### src/rtl/bus_pipe_master_if.sv
// Request/response stream plus Wishbone B4 bus signals of the pipelined master.
// The master modport is the engine side; slave is the core + interconnect side.
interface bus_pipe_master_if;
    logic        req_valid;
    logic        req_ready;
    logic [31:0] req_addr;
    logic        req_we;
    logic [3:0]  req_sel;
    logic [31:0] req_wdata;
    logic        rsp_valid;
    logic [31:0] rsp_rdata;
    logic        rsp_err;
    logic [31:0] addr;
    logic [31:0] data_m2s;
    logic        we;
    logic [3:0]  sel;
    logic        cyc;
    logic        stb;
    logic [31:0] data_s2m;
    logic        ack;
    logic        err;
    logic        stall;

    modport master (
        input  req_valid, req_addr, req_we, req_sel, req_wdata, data_s2m, ack, err, stall,
        output req_ready, rsp_valid, rsp_rdata, rsp_err, addr, data_m2s, we, sel, cyc, stb
    );
    modport slave (
        output req_valid, req_addr, req_we, req_sel, req_wdata, data_s2m, ack, err, stall,
        input  req_ready, rsp_valid, rsp_rdata, rsp_err, addr, data_m2s, we, sel, cyc, stb
    );
endinterface

### src/rtl/bus_pipe_master.sv
// Pipelined Wishbone B4 master: valid/ready requests become bus transfers, with
// one in-order response per request; err or a response timeout aborts the cycle.
module bus_pipe_master #(
    parameter int MAX_OUTSTANDING = 4,
    parameter int TIMEOUT         = 255
) (
    input logic               clk,
    input logic               rst,
    bus_pipe_master_if.master bus
);
    typedef enum logic [1:0] {IDLE, ACTIVE, ABORT} state_t;

    state_t      state;
    logic [3:0]  count;
    logic [15:0] timer;
    logic [4:0]  pending;

    logic        accept, issue, resp, timeout, stb_next;
    logic [4:0]  inflight;
    logic [3:0]  count_next;

    always_comb begin
        inflight      = {1'b0, count} + {4'b0, bus.stb};
        bus.req_ready = (state != ABORT) && !(bus.stb && bus.stall) &&
                        (inflight < 5'(MAX_OUTSTANDING)) &&
                        ((count == 4'd0 && !bus.stb) || (bus.req_we == bus.we));
        accept     = bus.req_valid && bus.req_ready;
        issue      = (state == ACTIVE) && bus.stb && !bus.stall;
        // A stray ack/err with nothing on the bus is dropped.
        resp       = (state == ACTIVE) && (bus.ack || bus.err) && (count != 4'd0 || issue);
        count_next = count + {3'b0, issue} - {3'b0, resp};
        stb_next   = accept || (bus.stb && !issue);
        timeout    = (state == ACTIVE) && !resp && !issue && (count != 4'd0) &&
                     (timer == 16'(TIMEOUT - 1));
    end

    always_ff @(posedge clk or posedge rst) begin
        if (rst) begin
            state         <= IDLE;
            count         <= '0;
            timer         <= '0;
            pending       <= '0;
            bus.cyc       <= 1'b0;
            bus.stb       <= 1'b0;
            bus.we        <= 1'b0;
            bus.addr      <= '0;
            bus.data_m2s  <= '0;
            bus.sel       <= '0;
            bus.rsp_valid <= 1'b0;
            bus.rsp_rdata <= '0;
            bus.rsp_err   <= 1'b0;
        end else begin
            bus.rsp_valid <= 1'b0;
            bus.rsp_rdata <= '0;
            bus.rsp_err   <= 1'b0;
            if (accept) begin
                bus.addr     <= bus.req_addr;
                bus.data_m2s <= bus.req_wdata;
                bus.we       <= bus.req_we;
                bus.sel      <= bus.req_sel;
            end
            case (state)
                IDLE: begin
                    if (accept) begin
                        state   <= ACTIVE;
                        bus.cyc <= 1'b1;
                        bus.stb <= 1'b1;
                    end
                end
                ACTIVE: begin
                    if (resp) begin
                        bus.rsp_valid <= 1'b1;
                        bus.rsp_rdata <= (bus.err || bus.we) ? 32'h0 : bus.data_s2m;
                        bus.rsp_err   <= bus.err;
                    end
                    // pending also covers a transfer on stb and one accepted this edge,
                    // so every accepted request still gets exactly one response.
                    if (resp && bus.err) begin
                        state   <= ABORT;
                        bus.cyc <= 1'b0;
                        bus.stb <= 1'b0;
                        count   <= '0;
                        timer   <= '0;
                        pending <= {1'b0, count} - 5'd1 + {4'b0, bus.stb} + {4'b0, accept};
                    end else if (timeout) begin
                        state   <= ABORT;
                        bus.cyc <= 1'b0;
                        bus.stb <= 1'b0;
                        count   <= '0;
                        timer   <= '0;
                        pending <= {1'b0, count} + {4'b0, bus.stb} + {4'b0, accept};
                    end else begin
                        count   <= count_next;
                        bus.stb <= stb_next;
                        if (resp || issue || count == 4'd0) timer <= '0;
                        else                                timer <= timer + 16'd1;
                        if (count_next == 4'd0 && !stb_next) begin
                            state   <= IDLE;
                            bus.cyc <= 1'b0;
                        end
                    end
                end
                ABORT: begin
                    if (pending != 5'd0) begin
                        bus.rsp_valid <= 1'b1;
                        bus.rsp_err   <= 1'b1;
                        pending       <= pending - 5'd1;
                        if (pending == 5'd1) state <= IDLE;
                    end else begin
                        state <= IDLE;
                    end
                end
                default: state <= IDLE;
            endcase
        end
    end
endmodule

### src/flat_wrapper.sv
// flat-port wrapper written by rule: the top's interface ports become plain ports
module bus_pipe_master_flat 
#(
    parameter int MAX_OUTSTANDING = 4,
    parameter int TIMEOUT         = 255
)
  (clk, rst, bus_req_valid, bus_req_addr, bus_req_we, bus_req_sel, bus_req_wdata, bus_data_s2m, bus_ack, bus_err, bus_stall, bus_req_ready, bus_rsp_valid, bus_rsp_rdata, bus_rsp_err, bus_addr, bus_data_m2s, bus_we, bus_sel, bus_cyc, bus_stb);
  bus_pipe_master_if bus_i ();
  input logic clk;
  input logic rst;
  input wire logic [$bits(bus_i.req_valid)-1:0] bus_req_valid;
  input wire logic [$bits(bus_i.req_addr)-1:0] bus_req_addr;
  input wire logic [$bits(bus_i.req_we)-1:0] bus_req_we;
  input wire logic [$bits(bus_i.req_sel)-1:0] bus_req_sel;
  input wire logic [$bits(bus_i.req_wdata)-1:0] bus_req_wdata;
  input wire logic [$bits(bus_i.data_s2m)-1:0] bus_data_s2m;
  input wire logic [$bits(bus_i.ack)-1:0] bus_ack;
  input wire logic [$bits(bus_i.err)-1:0] bus_err;
  input wire logic [$bits(bus_i.stall)-1:0] bus_stall;
  output wire logic [$bits(bus_i.req_ready)-1:0] bus_req_ready;
  output wire logic [$bits(bus_i.rsp_valid)-1:0] bus_rsp_valid;
  output wire logic [$bits(bus_i.rsp_rdata)-1:0] bus_rsp_rdata;
  output wire logic [$bits(bus_i.rsp_err)-1:0] bus_rsp_err;
  output wire logic [$bits(bus_i.addr)-1:0] bus_addr;
  output wire logic [$bits(bus_i.data_m2s)-1:0] bus_data_m2s;
  output wire logic [$bits(bus_i.we)-1:0] bus_we;
  output wire logic [$bits(bus_i.sel)-1:0] bus_sel;
  output wire logic [$bits(bus_i.cyc)-1:0] bus_cyc;
  output wire logic [$bits(bus_i.stb)-1:0] bus_stb;
  assign bus_i.req_valid = bus_req_valid;
  assign bus_i.req_addr = bus_req_addr;
  assign bus_i.req_we = bus_req_we;
  assign bus_i.req_sel = bus_req_sel;
  assign bus_i.req_wdata = bus_req_wdata;
  assign bus_i.data_s2m = bus_data_s2m;
  assign bus_i.ack = bus_ack;
  assign bus_i.err = bus_err;
  assign bus_i.stall = bus_stall;
  assign bus_req_ready = bus_i.req_ready;
  assign bus_rsp_valid = bus_i.rsp_valid;
  assign bus_rsp_rdata = bus_i.rsp_rdata;
  assign bus_rsp_err = bus_i.rsp_err;
  assign bus_addr = bus_i.addr;
  assign bus_data_m2s = bus_i.data_m2s;
  assign bus_we = bus_i.we;
  assign bus_sel = bus_i.sel;
  assign bus_cyc = bus_i.cyc;
  assign bus_stb = bus_i.stb;
  bus_pipe_master #(.MAX_OUTSTANDING(MAX_OUTSTANDING), .TIMEOUT(TIMEOUT)) u_core (.clk(clk), .rst(rst), .bus(bus_i));
endmodule
### config.mk
export PLATFORM = sky130hd
export DESIGN_NAME = bus_pipe_master_flat
export DESIGN_NICKNAME = d
export VERILOG_FILES = /design/src/rtl/bus_pipe_master_if.sv /design/src/rtl/bus_pipe_master.sv /design/src/flat_wrapper.sv
export SDC_FILE = /design/constraint.sdc
export NUM_CORES = 1
export LEC_CHECK = 0
export ABC_AREA = 1
export CAP_MARGIN = 15
export CORE_MARGIN = 5
export CORE_UTILIZATION = 40
export CTS_BUF_LIST = sky130_fd_sc_hd__clkbuf_2 sky130_fd_sc_hd__clkbuf_4 sky130_fd_sc_hd__clkbuf_8
export CTS_CLUSTER_SIZE = 25
export DETAILED_ROUTE_END_ITERATION = 12
export MAX_ROUTING_LAYER = met4
export PLACE_DENSITY_LB_ADDON = 0.12
export REMOVE_ABC_BUFFERS = 1
export SLEW_MARGIN = 25
export SYNTH_ARGS = -nofsm -noshare
export SYNTH_HDL_FRONTEND = slang
export SYNTH_SLANG_ARGS = --single-unit
export TNS_END_PERCENT = 30
### constraint.sdc
create_clock -name clk -period 5.5 [get_ports clk]
set_input_delay 1.1 -clock clk [delete_from_list [all_inputs] [get_ports clk]]
set_output_delay 1.1 -clock clk [all_outputs]
set_load 0.02 [all_outputs]
==> results.md, run 1 <==
* Post-Route WL at 17,700 um
* Leak at 0.004291 uW
* Num ports at 213
* Post-synthesis sequential area ratio at 52.82%
* Maximum vdd drop at 0.2980 mV
* Avg WL per Cell at 15.14 um
* Width of the die at 135.0 um
* Max incr delay on CP at 0.56 ns
* Final GP Congestion at 0.8194
* Leading area contributor after synthesis: dfrtp_1
* WP buf/inv at 4
* Post-Syn Area at 6253 um2
* Highest routed layer: met4
* # H-tree levels at 4
* PostCTS Resize Cnt at 0
* Fin. Hold Viols at 0
* Crit path top cell by count: nand2_1
* PD cells at 525.5 nW/um2
* Status: finished, final reports clean
* Met1 Wirelength at 7282 um
* Postcts setup bufs at 0
* 1st-pass router iterations at 4
* Setup TNS at 0 ns
* DRC Markers at 0
* Met3 WL at 1610 um
* Later-pin clock latency in the skew report at 0.44 ns
* Post-synth top flop: dfrtp_1
* Global-route wire length before repair at 28,540 um
* Initial antenna violation count at 0
* HPWL after DPL at 12,770 um
* Maximum clock rate at 262.4 MHz
* CP max stage cell: ha_1
* Worst-Margin Slew at 0.8217 ns
* Cells after Synth at 735
* CTS tree: built
* Worst EP arrival at 4.14 ns
* GRT Resource Usage Total at 20.62%
* DRT iter0 DRCs at 430
* Ant diodes at 0
* Met2 routed WL at 8623 um
* Vias in the first global route at 5,439
* Crit share post-route at 69.28%
* Synthesized area per cell at 8.508 um2
* Flops & latches, synth at 132
* Final Net Count at 1,077
* CTS Buf Count at 17
* CTS max path bufs at 2
* Hold Buf Count CTS at 0
* Rows at 45
* CTS Sinks at 132
* Final instance area at 8946 um2
* Initial cell density of the core at 40.98%
* Top-count cell post-synth: nand2_1
* RSZ-0062 raised after global routing: no
* YS warnings at 0
* Worst rel slew slack at 45.22%
* Worst-path clk slew at 0.08 ns
* Slew Viols, Final at 0
* Fin crit period at 3.810 ns
* Core footprint at 15,260 um2
* Critical Path Source Type: register
* Fin util at 58.63%
* Vias post-DR at 5,305
* Setup-failing EPs final at 0
* Cell family with most CP delay: adder cells
* CP Class: reg -> reg
* Setup Skew at 0.009775 ns
* Critical path capture point type: register
* Total of fill cells in the finished design at 1,395
* Max-Cap Viols at 0
* Port-buffer cells at 212
* Yosys cell types at 40
* Die ar. at 18,230 um2
* Remaining antenna violation count after routing at 0
* Root Driver: clkbuf_8
* Die extent in y at 135.0 um
* Share of cells above drive strength 1 at 8.559%
* Max FO, Critical Path at 33
* Crit-path cells: inv_1 -> ha_1 -> nand3_1 -> nand2_2 -> nand2_1 -> inv_2 -> buf_4 -> ha_1 -> inv_1 -> ha_1 -> fa_1 -> xnor2_1 -> nand3_1 -> nor2_1 -> nand3_1 -> nand2_2 -> nand2_1 -> nand2_1 -> nand2_1
* Worst Hold Class: reg -> reg
* Worst EP required at 5.83 ns
* Top post-synthesis cells by area: dfrtp_1 53%, nand2_1 19%, ha_1 4.6%
* Placed Area at 8532 um2
* Vias per Instance at 4.538
* Post-synth EDFFs at 0
* Overflow left after global routing at 0
* Async SR Flop Fraction at 100.0%
* Area grow syn2layout at 43.06%
* Post-synth top cells: 321 x nand2_1, 132 x dfrtp_1, 49 x nor2_1
* Share of the synthesized area in the top cell type at 52.82%
* Largest net degree at the start of global routing at 102
-- worst register-to-register path: cells and delay by family (launching register included) --
family / cells / cell delay (ns)
DFF: 1 / 0.41
and+or+nand+nor: 10 / 1.28
adders and majority gates: 4 / 1.33
buffers and inverters: 4 / 0.48
xor gates and xnor gates: 1 / 0.21
-- worst paths after layout --
| path | startpoint | end | cells past startpoint | slack (ns) |
|---|---|---|---|---|
| max reg2reg | u_core.state[1] | u_core.state[1] | 19 | 1.69 |
| min | u_core.bus.sel[2] | u_core.bus.sel[2] | 2 | 0.48 |
| max in group asynchronous | rst | u_core.bus.addr[28] | 4 | 3.35 |
| max | u_core.state[1] | u_core.state[1] | 19 | 1.69 |
| min reg2reg | u_core.bus.sel[2] | u_core.bus.sel[2] | 2 | 0.48 |
| min in group asynchronous | rst | u_core.bus.rsp_rdata[11] | 2 | 1.05 |
-- cell type report --
class / instances / area, um2 / area share, %
flip-flops and latches: 132 / 3303 / 36.92
multi-input cells: 519 / 2584 / 28.88
repair buffers: 218 / 2187 / 24.45
well taps: 211 / 264.0 / 2.951
clock buffers: 18 / 247.7 / 2.769
inverters: 57 / 221.5 / 2.476
clock inverters: 14 / 138.9 / 1.552
-- cell families (layout without fill, tap and decap cells) --
kind of cell / Yosys count / in the layout / share of synthesized area (%)
simple gates: 444 / 444 / 30.03
flops: 132 / 132 / 52.82
buf+inv: 84 / 307 / 6.002
compound gates: 38 / 38 / 4.002
fa+ha+maj: 25 / 25 / 5.242
xor+xnor: 11 / 11 / 1.541
mux: 1 / 1 / 0.3601
-- per-layer routing --
| metal | vias to the layer above | global-route usage (%) |
|---|---|---|
| li1 | 2701 | - |
| met1 | 2438 | 24.68 |
| met2 | 155 | 32.68 |
| met3 | 11 | 8.979 |
| met4 | 0 | 4.311 |
| met5 | - | - |
-- state kept, by name (all words and copies together), names as in the netlist --
name / cells
u_core.bus.stb: 1
u_core.bus.rsp_valid: 1
u_core.bus.rsp_err: 1
u_core.timer: 16
u_core.bus.we: 1
u_core.pending: 5
u_core.bus.sel: 4
u_core.count: 4
u_core.bus.rsp_rdata: 32
u_core.state: 2
u_core.bus.addr: 32
u_core.bus.data_m2s: 32
u_core.bus.cyc: 1
-- per-stage QoR --
step	setup slack, ns	hold WS [ns]	total power, uW	cells
after global placement	1.312	0.4604	3902	1136
after global routing	1.328	0.5057	5078	1169
after floorplan	0.8740	0.4483	2899	708
after CTS	1.695	0.4848	4755	1168
final	1.690	0.4829	4701	1169
after detailed placement	1.278	0.4650	3920	1136
-- cell usage in the layout, fill, tap and decap left out, types with 3 or more instances in the layout --
cell               n
dfrtp_1          132
o21ai_1            3
clkinv_4           3
xnor2_1            4
buf_4              5
nand4_1           11
nor2_4             3
o21ai_0           14
nor2_1            49
o22ai_2            4
nor2_2             4
nand2_2            6
o21ai_2            5
ha_1              23
clkinvlp_4         3
nor3_1             4
inv_6              6
inv_1             46
clkdlybuf4s50_1  212
o22ai_1            3
a21oi_1            6
inv_2              9
nand2_1          321
nand3_1           35
clkbuf_8          18
xor2_1             7
-- where the power goes --
part | total [uW] | internal (uW) | switching (uW)
Combinational | 2380 | 990 | 1390
Sequential | 1510 | 1290 | 212
Clock | 813 | 380 | 433
Power figures use the tool's default switching activity.
==> run 2, diff against run 1 <==
clock period = 3.9 ns   (was 5.5 ns; I/O delays follow)
==> results.md, run 2 (synthesis results as in run 1) <==
* WP buf/inv at 1
* HPWL after DPL at 12,740 um
* Worst EP required at 3.12 ns
* Largest net degree at the start of global routing at 80
* Maximum clock rate at 299.9 MHz
* Area grow syn2layout at 43.00%
* Die ar. at 18,230 um2
* Global-route wire length before repair at 28,070 um
* Post-Route WL at 17,650 um
* Setup-failing EPs final at 0
* Post-Layout Cell Count at 1,169
* # H-tree levels at 4
* Die extent in y at 135.0 um
* Vias post-DR at 5,288
* Max FO, Critical Path at 6
* Remaining antenna violation count after routing at 0
* Critical path capture point type: output port
* Worst R2R Path Depth at 18
* Most common cell after layout, fill and taps aside: nand2_1
* Vias in the first global route at 5,422
* Ant diodes at 0
* Placed Cells at 1,137
* Fin crit period at 3.334 ns
* Status: finished, final reports clean
* CP Class: reg -> out
* Fin. Hold Viols at 0
* GRT busiest layer: met2
* Slew Viols, Final at 0
* Postcts setup bufs at 0
* Overflow left after global routing at 0
* Worst Setup Slack, final at 0.5658 ns
* Avg WL per Cell at 15.10 um
* Later-pin clock latency in the skew report at 0.45 ns
* Worst EP arrival at 2.55 ns
* Width of the die at 135.0 um
* Critical Path Source Type: register
* Setup Skew at 0.01457 ns
* Core footprint at 15,260 um2
* Final Net Count at 1,077
* CTS max path bufs at 2
* Initial antenna violation count at 0
* Dpl ws at 0.2931 ns
* Num ports at 213
* Cell family with most CP delay: buffers and inverters
* PostCTS Resize Cnt at 0
* Number of cells on the critical path at 7
* Maximum vdd drop at 0.3812 mV
* CTS Sinks at 132
* Crit share post-route at 85.49%
* Vias per Instance at 4.524
* CP max stage cell: clkdlybuf4s50_1
* DRT iter0 DRCs at 293
* Placed Area at 8552 um2
* Final GP Congestion at 0.8133
* CTS Buf Count at 17
* Rows at 45
* Hold-critical path depth at 2
* GRT Resource Usage Total at 20.48%
* Crit path top cell by count: ha_1
* Worst rel slew slack at 45.94%
* Total of fill cells in the finished design at 1,348
* Top Registers: u_core.bus.addr: 32 flops, u_core.bus.data_m2s: 32 flops, u_core.bus.rsp_rdata: 32 flops
* Leak at 0.004293 uW
* Max-Cap Viols at 0
* DRC Markers at 0
* PD cells at 742.4 nW/um2
* Crit-path cells: ha_1 -> ha_1 -> nand2_1 -> nand2_2 -> nor2_2 -> and3_1 -> clkdlybuf4s50_1
* Most frequent cells in the layout: 321 x nand2_1, 212 x clkdlybuf4s50_1, 132 x dfrtp_1
* Final instance area at 8942 um2
* Worst Hold Class: reg -> reg
* Initial cell density of the core at 40.98%
* Share of cells above drive strength 1 at 8.559%
* Met2 Resource Use GR at 32.05%
* RSZ-0062 raised after global routing: no
* 1st-pass router iterations at 4
* Overall power at 6639 uW
* Met3 Track Usage GR at 8.495%
* Port-buffer cells at 212
* CTS tree: built
* Hold Buf Count CTS at 0
* Global Route met1 Usage at 23.97%
* Worst-Margin Slew at 0.8109 ns
* Worst-path clk slew at 0.08 ns
* Max incr delay on CP at 0.61 ns
* Root Driver: clkbuf_8
[run 2: worst register-to-register path, cell delays in order (launching register included)]
cell and delay [ns]:
dfrtp_1 0.41, inv_1 0.08, ha_1 0.42, inv_2 0.21
nor2_2 0.23, nand2_1 0.11, inv_2 0.07, ha_1 0.11
inv_1 0.03, ha_1 0.20, fa_1 0.39, xnor2_1 0.21
nand3_1 0.09, nor2_1 0.13, nand3_1 0.10, nand2_2 0.14
nand2_1 0.07, nand2_1 0.06, nand2_1 0.05
[run 2: metrics by stage]
stage	hold slack (ns)	utilization [%]	setup TNS (ns)
after floorplan	0.4483	-	-55.23
after global placement	0.4618	56.05	0
after detailed placement	0.4642	56.05	0
after CTS	0.4852	58.61	0
after global routing	0.5004	58.61	0
final	0.4793	58.61	0
[run 2: cell type report]
class                   count  area [um2]  area share [%]
flip-flops and latches    132        3303           36.94
well taps                 211       264.0           2.952
multi-input cells         519        2584           28.89
inverters                  57       221.5           2.477
repair buffers            218        2180           24.37
clock buffers              18       247.7           2.770
clock inverters            14       142.6           1.595
[run 2: worst paths after layout]
path,end,start,slack [ns]
setup / recovery,bus_req_ready,u_core.bus.stb,0.57
hold / removal,u_core.bus.data_m2s[25],u_core.bus.data_m2s[25],0.48
setup reg to reg,u_core.state[0],u_core.state[1],0.68
hold reg to reg,u_core.bus.data_m2s[25],u_core.bus.data_m2s[25],0.48
max in group asynchronous,u_core.pending[0],rst,2.34
min in group asynchronous,u_core.bus.rsp_rdata[7],rst,0.82
[run 2: power breakdown]
group / internal (uW) / total, uW / switching [uW] / leakage, uW
sequential: 1830 / 2120 / 296 / 0.00172
clock: 540 / 1150 / 609 / 0.000195
combinational: 1400 / 3370 / 1970 / 0.00238
[run 2: metal layers]
metal  vias up  wire [um]
met1      2421       7289
met3        29       1499
met2       149       8465
met5         -          0
li1       2689          -
met4         0        395
